--- config.mk ---
export PLATFORM = sky130hd
export DESIGN_NAME = mc_req_parser
export DESIGN_NICKNAME = d
export VERILOG_FILES = /design/src/rtl/mc_req_parser.sv
export SDC_FILE = /design/constraint.sdc
export NUM_CORES = 1
export LEC_CHECK = 0
export CORE_MARGIN = 4
export CORE_UTILIZATION = 51
export CTS_CLUSTER_DIAMETER = 100
export DETAILED_ROUTE_END_ITERATION = 6
export PLACE_DENSITY = 0.81
export SETUP_SLACK_MARGIN = 0.05
export SYNTH_ARGS = -nofsm -noshare
export SYNTH_HDL_FRONTEND = slang
export SYNTH_SLANG_ARGS = --single-unit
--- constraint.sdc ---
create_clock -name clk -period 4.95 [get_ports clk]
set_input_delay 0.7425 -clock clk [delete_from_list [all_inputs] [get_ports clk]]
set_output_delay 0.7425 -clock clk [all_outputs]
set_load 0.01 [all_outputs]
--- src/rtl/mc_req_parser.sv ---
// Memcached binary request header parser: extracts the 24-byte header from a 64-bit
// AXI-Stream into a metadata record, forwards body beats, and counts packets/errors.
module mc_req_parser #(
    parameter logic [7:0]  MAGIC    = 8'h80,
    parameter logic [31:0] MAX_BODY = 32'd2048,
    parameter int          CNT_W    = 16
) (
    input  logic             clk,
    input  logic             rst_n,
    input  logic [63:0]      s_tdata,
    input  logic [7:0]       s_tkeep,
    input  logic             s_tvalid,
    input  logic             s_tlast,
    output logic             s_tready,
    output logic [63:0]      m_tdata,
    output logic [7:0]       m_tkeep,
    output logic             m_tvalid,
    output logic             m_tlast,
    input  logic             m_tready,
    output logic             hdr_valid,
    input  logic             hdr_ready,
    output logic [7:0]       hdr_opcode,
    output logic [15:0]      hdr_key_len,
    output logic [7:0]       hdr_ext_len,
    output logic [31:0]      hdr_body_len,
    output logic [31:0]      hdr_opaque,
    output logic [63:0]      hdr_cas,
    output logic             err_pulse,
    output logic [CNT_W-1:0] pkt_cnt,
    output logic [CNT_W-1:0] err_cnt
);

    typedef enum logic [2:0] {
        HDR0 = 3'd0,
        HDR1 = 3'd1,
        HDR2 = 3'd2,
        BODY = 3'd3,
        DROP = 3'd4
    } state_t;

    function automatic logic [3:0] keep_popcount(input logic [7:0] keep);
        logic [3:0] n;
        n = 4'd0;
        for (int i = 0; i < 8; i++) begin
            n = n + {3'd0, keep[i]};
        end
        return n;
    endfunction

    // Wire byte 0 sits in bits [7:0] but is the most significant byte of the field.
    function automatic logic [31:0] be32(input logic [31:0] x);
        return {x[7:0], x[15:8], x[23:16], x[31:24]};
    endfunction

    function automatic logic [63:0] be64(input logic [63:0] x);
        return {be32(x[31:0]), be32(x[63:32])};
    endfunction

    state_t            state_r;
    state_t            state_s;
    logic              s_tready_s;
    logic              m_tvalid_s;
    logic              xfer_s;
    logic              keep_full_s;
    logic              len_bad_s;
    logic              err_event_s;
    logic              load_hdr_s;
    logic [31:0]       need_len_s;
    logic [31:0]       body_total_s;

    logic [7:0]        opcode_r;
    logic [15:0]       key_len_r;
    logic [7:0]        ext_len_r;
    logic [31:0]       body_len_r;
    logic [31:0]       opaque_r;
    logic [31:0]       byte_cnt_r;

    logic              hdr_valid_r;
    logic [7:0]        hdr_opcode_r;
    logic [15:0]       hdr_key_len_r;
    logic [7:0]        hdr_ext_len_r;
    logic [31:0]       hdr_body_len_r;
    logic [31:0]       hdr_opaque_r;
    logic [63:0]       hdr_cas_r;
    logic              err_pulse_r;
    logic [CNT_W-1:0]  pkt_cnt_r;
    logic [CNT_W-1:0]  err_cnt_r;

    assign xfer_s       = s_tvalid && s_tready_s;
    assign keep_full_s  = (s_tkeep == 8'hFF);
    assign need_len_s   = {16'd0, key_len_r} + {24'd0, ext_len_r};
    assign len_bad_s    = (body_len_r > MAX_BODY) || (body_len_r < need_len_s);
    assign body_total_s = byte_cnt_r + {28'd0, keep_popcount(s_tkeep)};

    // Input ready: beat2 waits for a free metadata slot, body follows downstream ready.
    always_comb begin
        s_tready_s = 1'b0;
        case (state_r)
            HDR0, HDR1, DROP: s_tready_s = 1'b1;
            HDR2:             s_tready_s = !hdr_valid_r || hdr_ready;
            BODY:             s_tready_s = m_tready;
            default:          s_tready_s = 1'b0;
        endcase
    end

    // Next-state, error detection and header-load decisions.
    always_comb begin
        state_s     = state_r;
        err_event_s = 1'b0;
        load_hdr_s  = 1'b0;
        m_tvalid_s  = 1'b0;
        case (state_r)
            HDR0: begin
                if (xfer_s) begin
                    if (!keep_full_s || s_tlast || (s_tdata[7:0] != MAGIC)) begin
                        err_event_s = 1'b1;
                        state_s     = s_tlast ? HDR0 : DROP;
                    end else begin
                        state_s = HDR1;
                    end
                end else begin
                    state_s = HDR0;
                end
            end
            HDR1: begin
                if (xfer_s) begin
                    if (!keep_full_s || s_tlast) begin
                        err_event_s = 1'b1;
                        state_s     = s_tlast ? HDR0 : DROP;
                    end else begin
                        state_s = HDR2;
                    end
                end else begin
                    state_s = HDR1;
                end
            end
            HDR2: begin
                if (xfer_s) begin
                    if (!keep_full_s || len_bad_s) begin
                        err_event_s = 1'b1;
                        state_s     = s_tlast ? HDR0 : DROP;
                    end else begin
                        load_hdr_s = 1'b1;
                        if (s_tlast) begin
                            // Header-only packet is only legal with an empty body.
                            err_event_s = (body_len_r != 32'd0);
                            state_s     = HDR0;
                        end else begin
                            state_s = BODY;
                        end
                    end
                end else begin
                    state_s = HDR2;
                end
            end
            BODY: begin
                m_tvalid_s = s_tvalid;
                if (xfer_s && s_tlast) begin
                    err_event_s = (body_total_s != body_len_r);
                    state_s     = HDR0;
                end else begin
                    state_s = BODY;
                end
            end
            DROP: begin
                if (xfer_s && s_tlast) begin
                    state_s = HDR0;
                end else begin
                    state_s = DROP;
                end
            end
            default: state_s = HDR0;
        endcase
    end

    // State register.
    always_ff @(posedge clk or negedge rst_n) begin
        if (!rst_n) begin
            state_r <= HDR0;
        end else begin
            state_r <= state_s;
        end
    end

    // Staging of beat0/beat1 fields until beat2 completes the header.
    always_ff @(posedge clk or negedge rst_n) begin
        if (!rst_n) begin
            opcode_r   <= 8'd0;
            key_len_r  <= 16'd0;
            ext_len_r  <= 8'd0;
            body_len_r <= 32'd0;
            opaque_r   <= 32'd0;
        end else if (xfer_s && (state_r == HDR0)) begin
            opcode_r  <= s_tdata[15:8];
            key_len_r <= {s_tdata[23:16], s_tdata[31:24]};
            ext_len_r <= s_tdata[39:32];
        end else if (xfer_s && (state_r == HDR1)) begin
            body_len_r <= be32(s_tdata[31:0]);
            opaque_r   <= be32(s_tdata[63:32]);
        end
    end

    // Metadata slot: loaded on a good beat2, freed by hdr_ready.
    always_ff @(posedge clk or negedge rst_n) begin
        if (!rst_n) begin
            hdr_valid_r    <= 1'b0;
            hdr_opcode_r   <= 8'd0;
            hdr_key_len_r  <= 16'd0;
            hdr_ext_len_r  <= 8'd0;
            hdr_body_len_r <= 32'd0;
            hdr_opaque_r   <= 32'd0;
            hdr_cas_r      <= 64'd0;
        end else if (load_hdr_s) begin
            hdr_valid_r    <= 1'b1;
            hdr_opcode_r   <= opcode_r;
            hdr_key_len_r  <= key_len_r;
            hdr_ext_len_r  <= ext_len_r;
            hdr_body_len_r <= body_len_r;
            hdr_opaque_r   <= opaque_r;
            hdr_cas_r      <= be64(s_tdata);
        end else if (hdr_ready) begin
            hdr_valid_r <= 1'b0;
        end
    end

    // Body byte counter, cleared on the last body transfer.
    always_ff @(posedge clk or negedge rst_n) begin
        if (!rst_n) begin
            byte_cnt_r <= 32'd0;
        end else if (xfer_s && (state_r == BODY)) begin
            byte_cnt_r <= s_tlast ? 32'd0 : body_total_s;
        end
    end

    // Error pulse and wrapping packet/error counters.
    always_ff @(posedge clk or negedge rst_n) begin
        if (!rst_n) begin
            err_pulse_r <= 1'b0;
            pkt_cnt_r   <= {CNT_W{1'b0}};
            err_cnt_r   <= {CNT_W{1'b0}};
        end else begin
            err_pulse_r <= err_event_s;
            if (load_hdr_s) begin
                pkt_cnt_r <= pkt_cnt_r + {{(CNT_W-1){1'b0}}, 1'b1};
            end
            if (err_event_s) begin
                err_cnt_r <= err_cnt_r + {{(CNT_W-1){1'b0}}, 1'b1};
            end
        end
    end

    assign s_tready     = s_tready_s;
    assign m_tdata      = s_tdata;
    assign m_tkeep      = s_tkeep;
    assign m_tlast      = s_tlast;
    assign m_tvalid     = m_tvalid_s;
    assign hdr_valid    = hdr_valid_r;
    assign hdr_opcode   = hdr_opcode_r;
    assign hdr_key_len  = hdr_key_len_r;
    assign hdr_ext_len  = hdr_ext_len_r;
    assign hdr_body_len = hdr_body_len_r;
    assign hdr_opaque   = hdr_opaque_r;
    assign hdr_cas      = hdr_cas_r;
    assign err_pulse    = err_pulse_r;
    assign pkt_cnt      = pkt_cnt_r;
    assign err_cnt      = err_cnt_r;

endmodule

Word level (Yosys, flattened, before mapping)

Index checks and enable logic that the tools add are counted.

Flip-flop bits (word level): 325
Output and inout port bits: 269
Logic and storage cells: 83

Reductions and logical operators: 17
Bitwise gates (word level): 1
Equal/unequal tests: 7
Multiplexer cells: 28
$lt $le $gt $ge: 2
$add $sub $neg: 11

Operators with widths:

| cell                                                                    | number |
|---|---|
| 16-bit by 1-bit adder with 16-bit output (second input constant)        | 2 |
| 32-bit by 4-bit adder with 32-bit output                                | 1 |
| 32-bit by 12-bit > comparator with 1-bit output (second input constant) | 1 |
| 32-bit by 17-bit < comparator with 1-bit output                         | 1 |
| 32-bit two-way mux                                                      | 1 |
| 32-bit inequality test                                                  | 1 |
| 32-bit nonzero test                                                     | 1 |
| 3-bit two-way mux                                                       | 8 |
| 16-bit by 8-bit adder with 17-bit output                                | 1 |
| 4-bit by 1-bit adder with 4-bit output                                  | 4 |
| 3-bit case mux with 5 select lines                                      | 1 |
| 1-bit two-way mux                                                       | 14 |
| 8-bit equality test (second input constant)                             | 1 |
| 8-bit inequality test (second input constant)                           | 1 |
| 3-bit by 2-bit equality test with 1-bit output (second input constant)  | 2 |
| 1-bit logical AND                                                       | 5 |
| 1-bit logical OR                                                        | 5 |
| 3-bit by 1-bit adder with 4-bit output                                  | 1 |
| 2-bit two-way mux                                                       | 2 |
| 1-bit case mux with 4 select lines                                      | 1 |
| 2-bit by 1-bit adder with 3-bit output                                  | 1 |
| 3-bit by 1-bit equality test with 1-bit output (second input constant)  | 1 |
| 3-bit equality test (second input constant)                             | 1 |
| 3-bit logical NOT                                                       | 1 |
| other kinds (7)                                                         | 8 |

Depth between registers and ports, before layout

Gate-level depths: netlist of run 1.

Word-level depth: 11
Gate-level depth with buffers: 26
Gate-level depth less buffers: 24

Worst setup path before layout of run 1

Ideal clock, no wire load.

Path type: input to register
Start point: input s_tkeep[0]
End point: register err_cnt_r[9], in the netlist err_cnt[9]
Cell stages on the path: 19
Buffers on the path: 2
Arrival time: 5040 ps
Setup slack: -170 ps
Data required time: 4870 ps
Cells stage by stage: fa_1 -> inv_1 -> fa_1 -> fa_1 -> fa_1 -> inv_1 -> fa_1 -> a211oi_1 -> nor2_1 -> nand2_2 -> or4_4 -> a2111oi_2 -> and4_1 -> nand4_1 -> and2_4 -> buf_6 -> buf_8 -> nand3_1 -> xnor2_1

Longest elaborated chain between the ends: 11

Ends and longest elaborated chain:

| item                                                 | line | source |
|---|---|---|
| from (decl)                                          | 11   | `input logic [7:0] s_tkeep,` |
| 1-bit by 1-bit adder with 2-bit output               | 45   | `n = n + {3'd0, keep[i]};` |
| 2-bit by 1-bit adder with 3-bit output               | 45   |  |
| 3-bit by 1-bit adder with 4-bit output               | 45   |  |
| 4-bit by 1-bit adder with 4-bit output (4 in series) | 45   |  |
| 32-bit by 4-bit adder with 32-bit output             | 93   | `assign body_total_s = byte_cnt_r + {28'd0, keep_popcount(s_tkeep)};` |
| 32-bit inequality test                               | 159  | `err_event_s = (body_total_s != body_len_r);` |
| 1-bit two-way mux                                    | 158  | `if (xfer_s && s_tlast) begin` |
| 1-bit case mux with 4 select lines *                 | 112  | `case (state_r)` |
| named net err_event_s                                | 66   | `logic err_event_s;` |
| to (signal assigned)                                 | 240  | `err_cnt_r <= {CNT_W{1'b0}};` |
| to (signal assigned)                                 | 247  | `err_cnt_r <= err_cnt_r + {{(CNT_W-1){1'b0}}, 1'b1};` |
| to (decl)                                            | 87   | `logic [CNT_W-1:0] err_cnt_r;` |

The timed path passes the listed nets; every way through them passes the cells marked *.
A chain may end at the register's enable or synchronous reset.

Worst setup path in the final report of run 1

Start point: input s_tkeep[3]
End point: register err_cnt_r[12], in the netlist err_cnt[12]

Longest elaborated chain between the ends: 9

Ends and longest elaborated chain:

| item                                                 | line |
|---|---|
| 3-bit by 1-bit adder with 4-bit output               | 45 |
| 4-bit by 1-bit adder with 4-bit output (4 in series) | 45 |
| 32-bit by 4-bit adder with 32-bit output             | 93 |
| 32-bit inequality test                               | 159 |
| 1-bit two-way mux                                    | 158 |
| 1-bit case mux with 4 select lines *                 | 112 |

Every way passes the cells marked *; elsewhere a longest branch is shown, timed or not.

==> metrics.yaml, run 1 <==
synth_adder_area_share_pct: 3.41
syn_to_final_growth_pct: 32.6
synth_simple_gate_area_share_pct: 20.3
tritoncts: "yes"
yosysWarningCount: 0
detail_route.wirelength_mm: 45.2
max_cap_viol_count: 0
first_pass_grt_wire_length_mm: 71.6
fin_area_um2: 20800
crit_path_start: "s_tkeep[3]"
timing.clock.skew_ns: 0.0119
cts-hold-fix-buffers: 0
data_required_time_of_the_critical_path_ns: 5.38
cp_max_fo: 8
routed-via-count: 12604
rd_place_congestion: 0.942
vdd_drop_max_mv: 0.252
timing.final.setup_violations: 0
synth.avg_cell_area_um2: 9.76
crit_end: "err_cnt[12]"
grt_pass1_vias: 13038
syn_nets: 1720
die_height_um: 183
initial_utilization_pct: 52.2
ctsRootBufferMaster: "sky130_fd_sc_hd__clkbuf_16"
unrepaired_setup_endpoints_after_global_routing: "true"
routedWlPerCell_um: 19.5
power.density_nw_per_um2: 305
max_clock_freq_ghz: 0.209
synthMuxAreaShare_pct: 7.00
cpMaxStageDelayCell: "sky130_fd_sc_hd__fa_1"
clock_tree.buffer_depth: 3
ys.flop_type: "sky130_fd_sc_hd__dfrtp_1"
postRouteAntennaNets: 0
rows: 63
critical_path.reg2reg.startpoint: "key_len_r[1]"
worst_setup_path_end_kind: "flop"
power_leakage_uw: 0.00996
synth_enable_flop_cells: 0
final.period_utilization_pct: 96.7
timing_hold_violations_final: 0
reg2reg_slack_ns: 0.38
number_of_library_cell_types_mapped_by_synthesis: 68
drive_gt1_share_pct: 14.3
worstReg2RegEnd: "err_cnt[10]"
ys_ff_latch: 325
synth_xor_xnor_area_share_pct: 4.76
syn-cell-area_um2: 15600
complex_gate_fraction_of_the_synthesized_area_pct: 6.12
slew_headroom_pct: 32.9
skew_pair_late_insertion_delay_ns: 0.52
min-delay-path-class: "in -> async"
path_clk_slew_ns: 0.06
syn_inst: 1603
floorplan.die_area_um2: 33500
viasPerCell: 5.42
fp.dieW_um: 183
slew_viol_final: 0
cts-buffers-inserted: 37
rr_worst_depth: 25
hpwl_mm: 32.0
grt_antenna_before_repair: 1
drc: 0
drtPass1Iterations: 5
placedInstanceArea_um2: 19300
cts.sink_count: 325
maximum_number_of_pins_on_one_net_before_global_route_repair: 115
grt-ovfl-total: 0
crit_arrival_ns: 5.22
outcome: "finished, final reports clean"
first_iter_violations: 741
nets: 2024
place_inst: 2249
top_level_ports: 347
port_buffers: 346
finish.cell_count_without_fillers: 2324
crit_chain: "buf_6, fa_1, inv_2, fa_1, fa_1, fa_2, buf_4, nor2b_1, o2111ai_1, a2111oi_1, buf_4, nand2_1, xnor2_1, nor4_2, nand4_1, buf_4, and2_4, nand3_2, xnor2_1"
timing.critical_path.from_type: "input port"
critical-path-max-stage-delay_ns: 0.55
core_area_um2: 30000
tightestPinTransition_ns: 1.01
synth-async-reset-ratio_pct: 100
combinational_family_with_the_most_area_after_synthesis: "simple AND/OR/NAND/NOR gates"
path_class: "in -> reg"
cts-htree-levels: 2
grt.total_usage_pct: 26.6
min_period_ns: 4.79
synth-seq-area-share_pct: 52.0
[per-stage QoR]
stage	worst slack, ns	power, uW	utilization (%)	TNS (ns)	hold slack, ns
after floorplan	-0.00928	3370	-	-0.00928	0.442
after global placement	-0.916	3700	64.5	-13.38	0.446
after detailed placement	-0.958	3730	64.5	-17.10	0.454
after CTS	-0.0446	6370	68.7	-0.305	0.356
after global routing	-0.0182	6620	69.3	-0.0297	0.389
final	0.162	6330	69.3	0	0.318
[cells by family after synthesis]
logic type	after synthesis
adders and majority gates	39
DFF	325
AOI/OAI and AO/OA	155
and+or+nand+nor	713
muxes	98
xor gates and xnor gates	85
buffers and inverters	188
[cell usage in the layout, fill, tap and decap left out, types with 30 or more instances in the layout]
cell | netlist | routed
sky130_fd_sc_hd__a21oi_1 | 43 | 42
sky130_fd_sc_hd__buf_4 | 73 | 65
sky130_fd_sc_hd__clkbuf_16 | 0 | 37
sky130_fd_sc_hd__clkdlybuf4s50_1 | 0 | 342
sky130_fd_sc_hd__dfrtp_1 | 325 | 325
sky130_fd_sc_hd__ha_1 | 33 | 32
sky130_fd_sc_hd__inv_1 | 34 | 31
sky130_fd_sc_hd__mux2_2 | 92 | 92
sky130_fd_sc_hd__nand2_1 | 486 | 483
sky130_fd_sc_hd__nand3_1 | 37 | 34
sky130_fd_sc_hd__nor2_1 | 31 | 30
sky130_fd_sc_hd__nor3_1 | 35 | 32
sky130_fd_sc_hd__o21ai_0 | 53 | 52
sky130_fd_sc_hd__xnor2_1 | 60 | 56
[where the power goes]
part	switching, uW	leakage, uW	internal, uW
logic	423	0.00496	439
registers	103	0.00442	2750
clock network	1080	0.000577	1540
total	1600	0.00996	4730
[worst min-delay path by stage]
stage                 startpoint             end  slack [ns]
global placement     opcode_r[0]   hdr_opcode[0]        0.45
finish                     rst_n  byte_cnt_r[31]        0.32
global route               rst_n  byte_cnt_r[31]        0.39
floorplan            opaque_r[0]   hdr_opaque[0]        0.44
CTS                        rst_n  byte_cnt_r[31]        0.36
detailed placement  opaque_r[29]  hdr_opaque[29]        0.45
[sequential cells by signal (all words and copies together), names as in the netlist, 3 cells and up]
register      flops
opaque_r         32
hdr_body_len     32
ext_len_r         8
pkt_cnt          16
hdr_ext_len       8
body_len_r       32
hdr_opaque       32
hdr_cas          64
byte_cnt_r       32
hdr_key_len      16
key_len_r        16
hdr_opcode        8
opcode_r          8
state_r           3
err_cnt          16
[synth_stat cells (28+ instances only)]
cell,instances,area [um^2]
sky130_fd_sc_hd__nor2_1,31,116
sky130_fd_sc_hd__mux2_2,92,1040
sky130_fd_sc_hd__nand2_1,486,1820
sky130_fd_sc_hd__o21ai_0,53,265
sky130_fd_sc_hd__inv_1,34,128
sky130_fd_sc_hd__nand3_1,37,185
sky130_fd_sc_hd__buf_4,73,548
sky130_fd_sc_hd__ha_1,33,413
sky130_fd_sc_hd__nor2b_1,28,175
sky130_fd_sc_hd__clkbuf_1,68,255
sky130_fd_sc_hd__a21oi_1,43,215
sky130_fd_sc_hd__xnor2_1,60,526
sky130_fd_sc_hd__dfrtp_1,325,8130
sky130_fd_sc_hd__nor3_1,35,175
[layer usage]
| layer | wire length [um] | track usage, % | part of all wire, % | vias to the layer above |
|---|---|---|---|---|
| met2 | 21700 | 44.1 | 48 | 415 |
| met3 | 3570 | 7.99 | 7.9 | 87 |
| met1 | 18700 | 34.5 | 41 | 6217 |
| met4 | 1230 | 6.94 | 2.7 | 0 |
| li1 | - | - | - | 5885 |
| met5 | 0 | 0 | 0 | - |
[what timing repair did]
item	CTS	global route
buffers inserted	4	4
endpoints found under the setup margin	64	67
gates cloned	1	0
gates resized for setup	23	36
pin swaps	15	23
[worst max-delay path, delay by kind of cell]
kind	cells	cell delay, ns
buf+inv	5	0.69
simple gates	6	1.03
xor+xnor	2	0.28
compound gates	2	0.63
fa+ha+maj	4	1.85
[cell type report]
| class | instances | area (um^2) |
|---|---|---|
| Fill cell | 2272 | 9200 |
| Clock buffer | 51 | 1050 |
| Multi-Input combinational cell | 1091 | 6750 |
| Inverter | 34 | 128 |
| Timing Repair Buffer | 418 | 4090 |
| Antenna cell | 1 | 2.50 |
| Sequential cell | 325 | 8130 |
| Tap cell | 390 | 488 |
| Clock inverter | 14 | 113 |
(Power assumes the default switching activity.)
==> run 2: changes to the inputs <==
--- a/config.mk
+++ b/config.mk
@@ -10,7 +10,6 @@
 export CTS_CLUSTER_DIAMETER = 100
 export DETAILED_ROUTE_END_ITERATION = 6
 export PLACE_DENSITY = 0.81
-export SETUP_SLACK_MARGIN = 0.05
 export SYNTH_ARGS = -nofsm -noshare
 export SYNTH_HDL_FRONTEND = slang
 export SYNTH_SLANG_ARGS = --single-unit
==> run 2 against run 1 <==
Against the previous run:
- combinational power increased by 2%
- sequential share of layout area about the same
- hold slack got worse by 0.017 ns
- worst setup slack got worse by 0.039 ns
- clock-buffer cell count decreased by 4
- cell area about the same
- die area unchanged
- highest routed layer unchanged
- clock skew increased by 0.0055 ns
- core utilization about the same
- clock power about the same
==> metrics.yaml, run 2 (synthesized netlist as in run 1, its figures left out) <==
cpMaxStageDelayCell: "sky130_fd_sc_hd__fa_1"
rd_place_congestion: 0.924
data_required_time_of_the_critical_path_ns: 5.35
floorplan.die_area_um2: 33500
cts-hold-fix-buffers: 0
diodes_inserted: 0
power_leakage_uw: 0.00992
top_level_ports: 347
slew_viol_final: 0
cp_max_fo: 8
cts-buffers-inserted: 35
maximum_number_of_pins_on_one_net_before_global_route_repair: 118
skew_pair_late_insertion_delay_ns: 0.52
timing.final.setup_violations: 0
critical_path_buf_inv_count: 4
vdd_drop_max_mv: 0.244
grt.total_usage_pct: 27.0
finish.cell_count_without_fillers: 2321
drive_gt1_share_pct: 14.0
clock_tree.buffer_depth: 3
path_class: "in -> reg"
timing.critical_path.from_type: "input port"
timing.final.ws_setup_ns: 0.123
grt_pass1_vias: 13059
nets: 2024
postRouteAntennaNets: 0
critPathMostFrequentCell: "sky130_fd_sc_hd__fa_1"
grt-ovfl-total: 0
fp.dieW_um: 183
hpwl_mm: 32.3
critical-path-max-stage-delay_ns: 0.55
first_pass_grt_wire_length_mm: 72.4
syn_to_final_growth_pct: 32.6
place_inst: 2250
rows: 63
max_clock_freq_ghz: 0.207
routedWlPerCell_um: 19.7
core_area_um2: 30000
cts.sink_count: 325
port_buffers: 346
detail_route.wirelength_mm: 45.7
worst_setup_path_end_kind: "flop"
min-delay-path-class: "in -> async"
drc: 0
viasPerCell: 5.45
ctsRootBufferMaster: "sky130_fd_sc_hd__clkbuf_16"
first_iter_violations: 697
routed-via-count: 12657
path_delay_family: "adder cells"
post-place-ws_ns: -0.963
drtPass1Iterations: 7
slew_headroom_pct: 33.3
path_clk_slew_ns: 0.07
setup_tns_ns: 0
timing.clock.skew_ns: 0.0174
cts-htree-levels: 2
timing_hold_violations_final: 0
die_height_um: 183
worst_hold_slack_ns: 0.302
outcome: "finished, final reports clean"
tritoncts: "yes"
crit_chain: "buf_4, fa_1, inv_1, fa_1, fa_1, fa_2, inv_2, fa_2, a211oi_4, nor2_4, nand2_2, or4_4, a2111oi_4, and4_1, nand4_1, buf_4, and2_4, mux2_4"
initial_utilization_pct: 52.2
max_cap_viol_count: 0
final_core_util_pct: 69.3
mostFrequentLayoutCells: "486 x sky130_fd_sc_hd__nand2_1, 342 x sky130_fd_sc_hd__clkdlybuf4s50_1, 325 x sky130_fd_sc_hd__dfrtp_1"
most_common_cell_after_layout_fill_and_taps_aside: "sky130_fd_sc_hd__nand2_1"
grt_antenna_before_repair: 0
crit_arrival_ns: 5.22
tightestPinTransition_ns: 1.00
power.density_nw_per_um2: 305
number_of_flip_flops_under_the_largest_register_name: 64
min_period_ns: 4.83
final.period_utilization_pct: 97.5
==> run 2: cell types whose count changed in the layout (fill, tap and decap cells not counted), sizes merged <==
| cell | change |
|---|---|
| clkinv | -2 |
| clkbuf | -4 |
| diode | -1 |
| buf | +2 |
| clkinvlp | +1 |
| bufinv | +1 |
==> run 2: through the flow <==
stage | total power (uW) | area (um^2)
finish | 6320 | 20700
CTS | 6350 | 20600
detailed placement | 3740 | 19300
global route | 6600 | 20700
floorplan | 3370 | 15700
global placement | 3700 | 19300
==> run 2: worst paths after layout <==
kind | start | cells past startpoint | end | slack, ns
worst min register to register | hdr_ext_len[6] | 2 | hdr_ext_len[6] | 0.46
worst min-delay path | rst_n | 1 | body_len_r[23] | 0.30
min in group clk | hdr_ext_len[6] | 2 | hdr_ext_len[6] | 0.46
worst max-delay path | s_tkeep[0] | 18 | err_cnt[1] | 0.12
worst max register to register | key_len_r[1] | 24 | err_cnt[1] | 0.37
max in group asynchronous | rst_n | 2 | hdr_cas[24] | 3.52
==> run 2: final cells by class <==
| cell class | instances | area, um^2 |
|---|---|---|
| Sequential cell | 325 | 8130 |
| Fill cell | 2228 | 9210 |
| Clock inverter | 14 | 155 |
| Inverter | 34 | 128 |
| Clock buffer | 47 | 981 |
| Timing Repair Buffer | 420 | 4100 |
| Multi-Input combinational cell | 1091 | 6760 |
| Tap cell | 390 | 488 |
==> run 2: worst reg2reg max path, stage by stage, from the launching register on <==
cell and delay, ns:
sky130_fd_sc_hd__dfrtp_1 0.39, sky130_fd_sc_hd__ha_1 0.30, sky130_fd_sc_hd__a21o_1 0.18, sky130_fd_sc_hd__a21oi_1 0.23
sky130_fd_sc_hd__o21ai_0 0.11, sky130_fd_sc_hd__a21oi_1 0.22, sky130_fd_sc_hd__nor2b_1 0.07, sky130_fd_sc_hd__o21a_1 0.19
sky130_fd_sc_hd__o21a_1 0.18, sky130_fd_sc_hd__o21ai_0 0.14, sky130_fd_sc_hd__buf_4 0.15, sky130_fd_sc_hd__nor2_1 0.05
sky130_fd_sc_hd__xnor2_1 0.12, sky130_fd_sc_hd__ha_1 0.31, sky130_fd_sc_hd__a21oi_1 0.14, sky130_fd_sc_hd__o21ai_0 0.13
sky130_fd_sc_hd__a211oi_2 0.27, sky130_fd_sc_hd__o41ai_2 0.11, sky130_fd_sc_hd__buf_4 0.16, sky130_fd_sc_hd__o2111ai_2 0.11
sky130_fd_sc_hd__a22oi_1 0.16, sky130_fd_sc_hd__nand4_1 0.11, sky130_fd_sc_hd__buf_4 0.14, sky130_fd_sc_hd__and2_4 0.20
sky130_fd_sc_hd__mux2_4 0.31
==> run 2: what timing repair did <==
| action | CTS | global route |
|---|---|---|
| gates resized for setup | 22 | 37 |
| cloned | 1 | 0 |
| buffers inserted | 6 | 6 |
| pin swaps | 18 | 30 |
| setup endpoints to repair | 61 | 175 |
==> run 2: report_power, final <==
part	leakage (uW)	switching (uW)	internal, uW	total, uW
Combinational	0.00494	428	451	879
Clock	0.000556	1090	1510	2600
Sequential	0.00442	101	2750	2850
==> run 2: metal layers <==
metal | up-vias | wire length [um] | GRT usage, %
li1 | 5899 | - | -
met3 | 83 | 3590 | 7.74
met2 | 392 | 22600 | 45.7
met4 | 0 | 1170 | 8.25
met5 | - | 0 | 0
met1 | 6283 | 18300 | 33.8
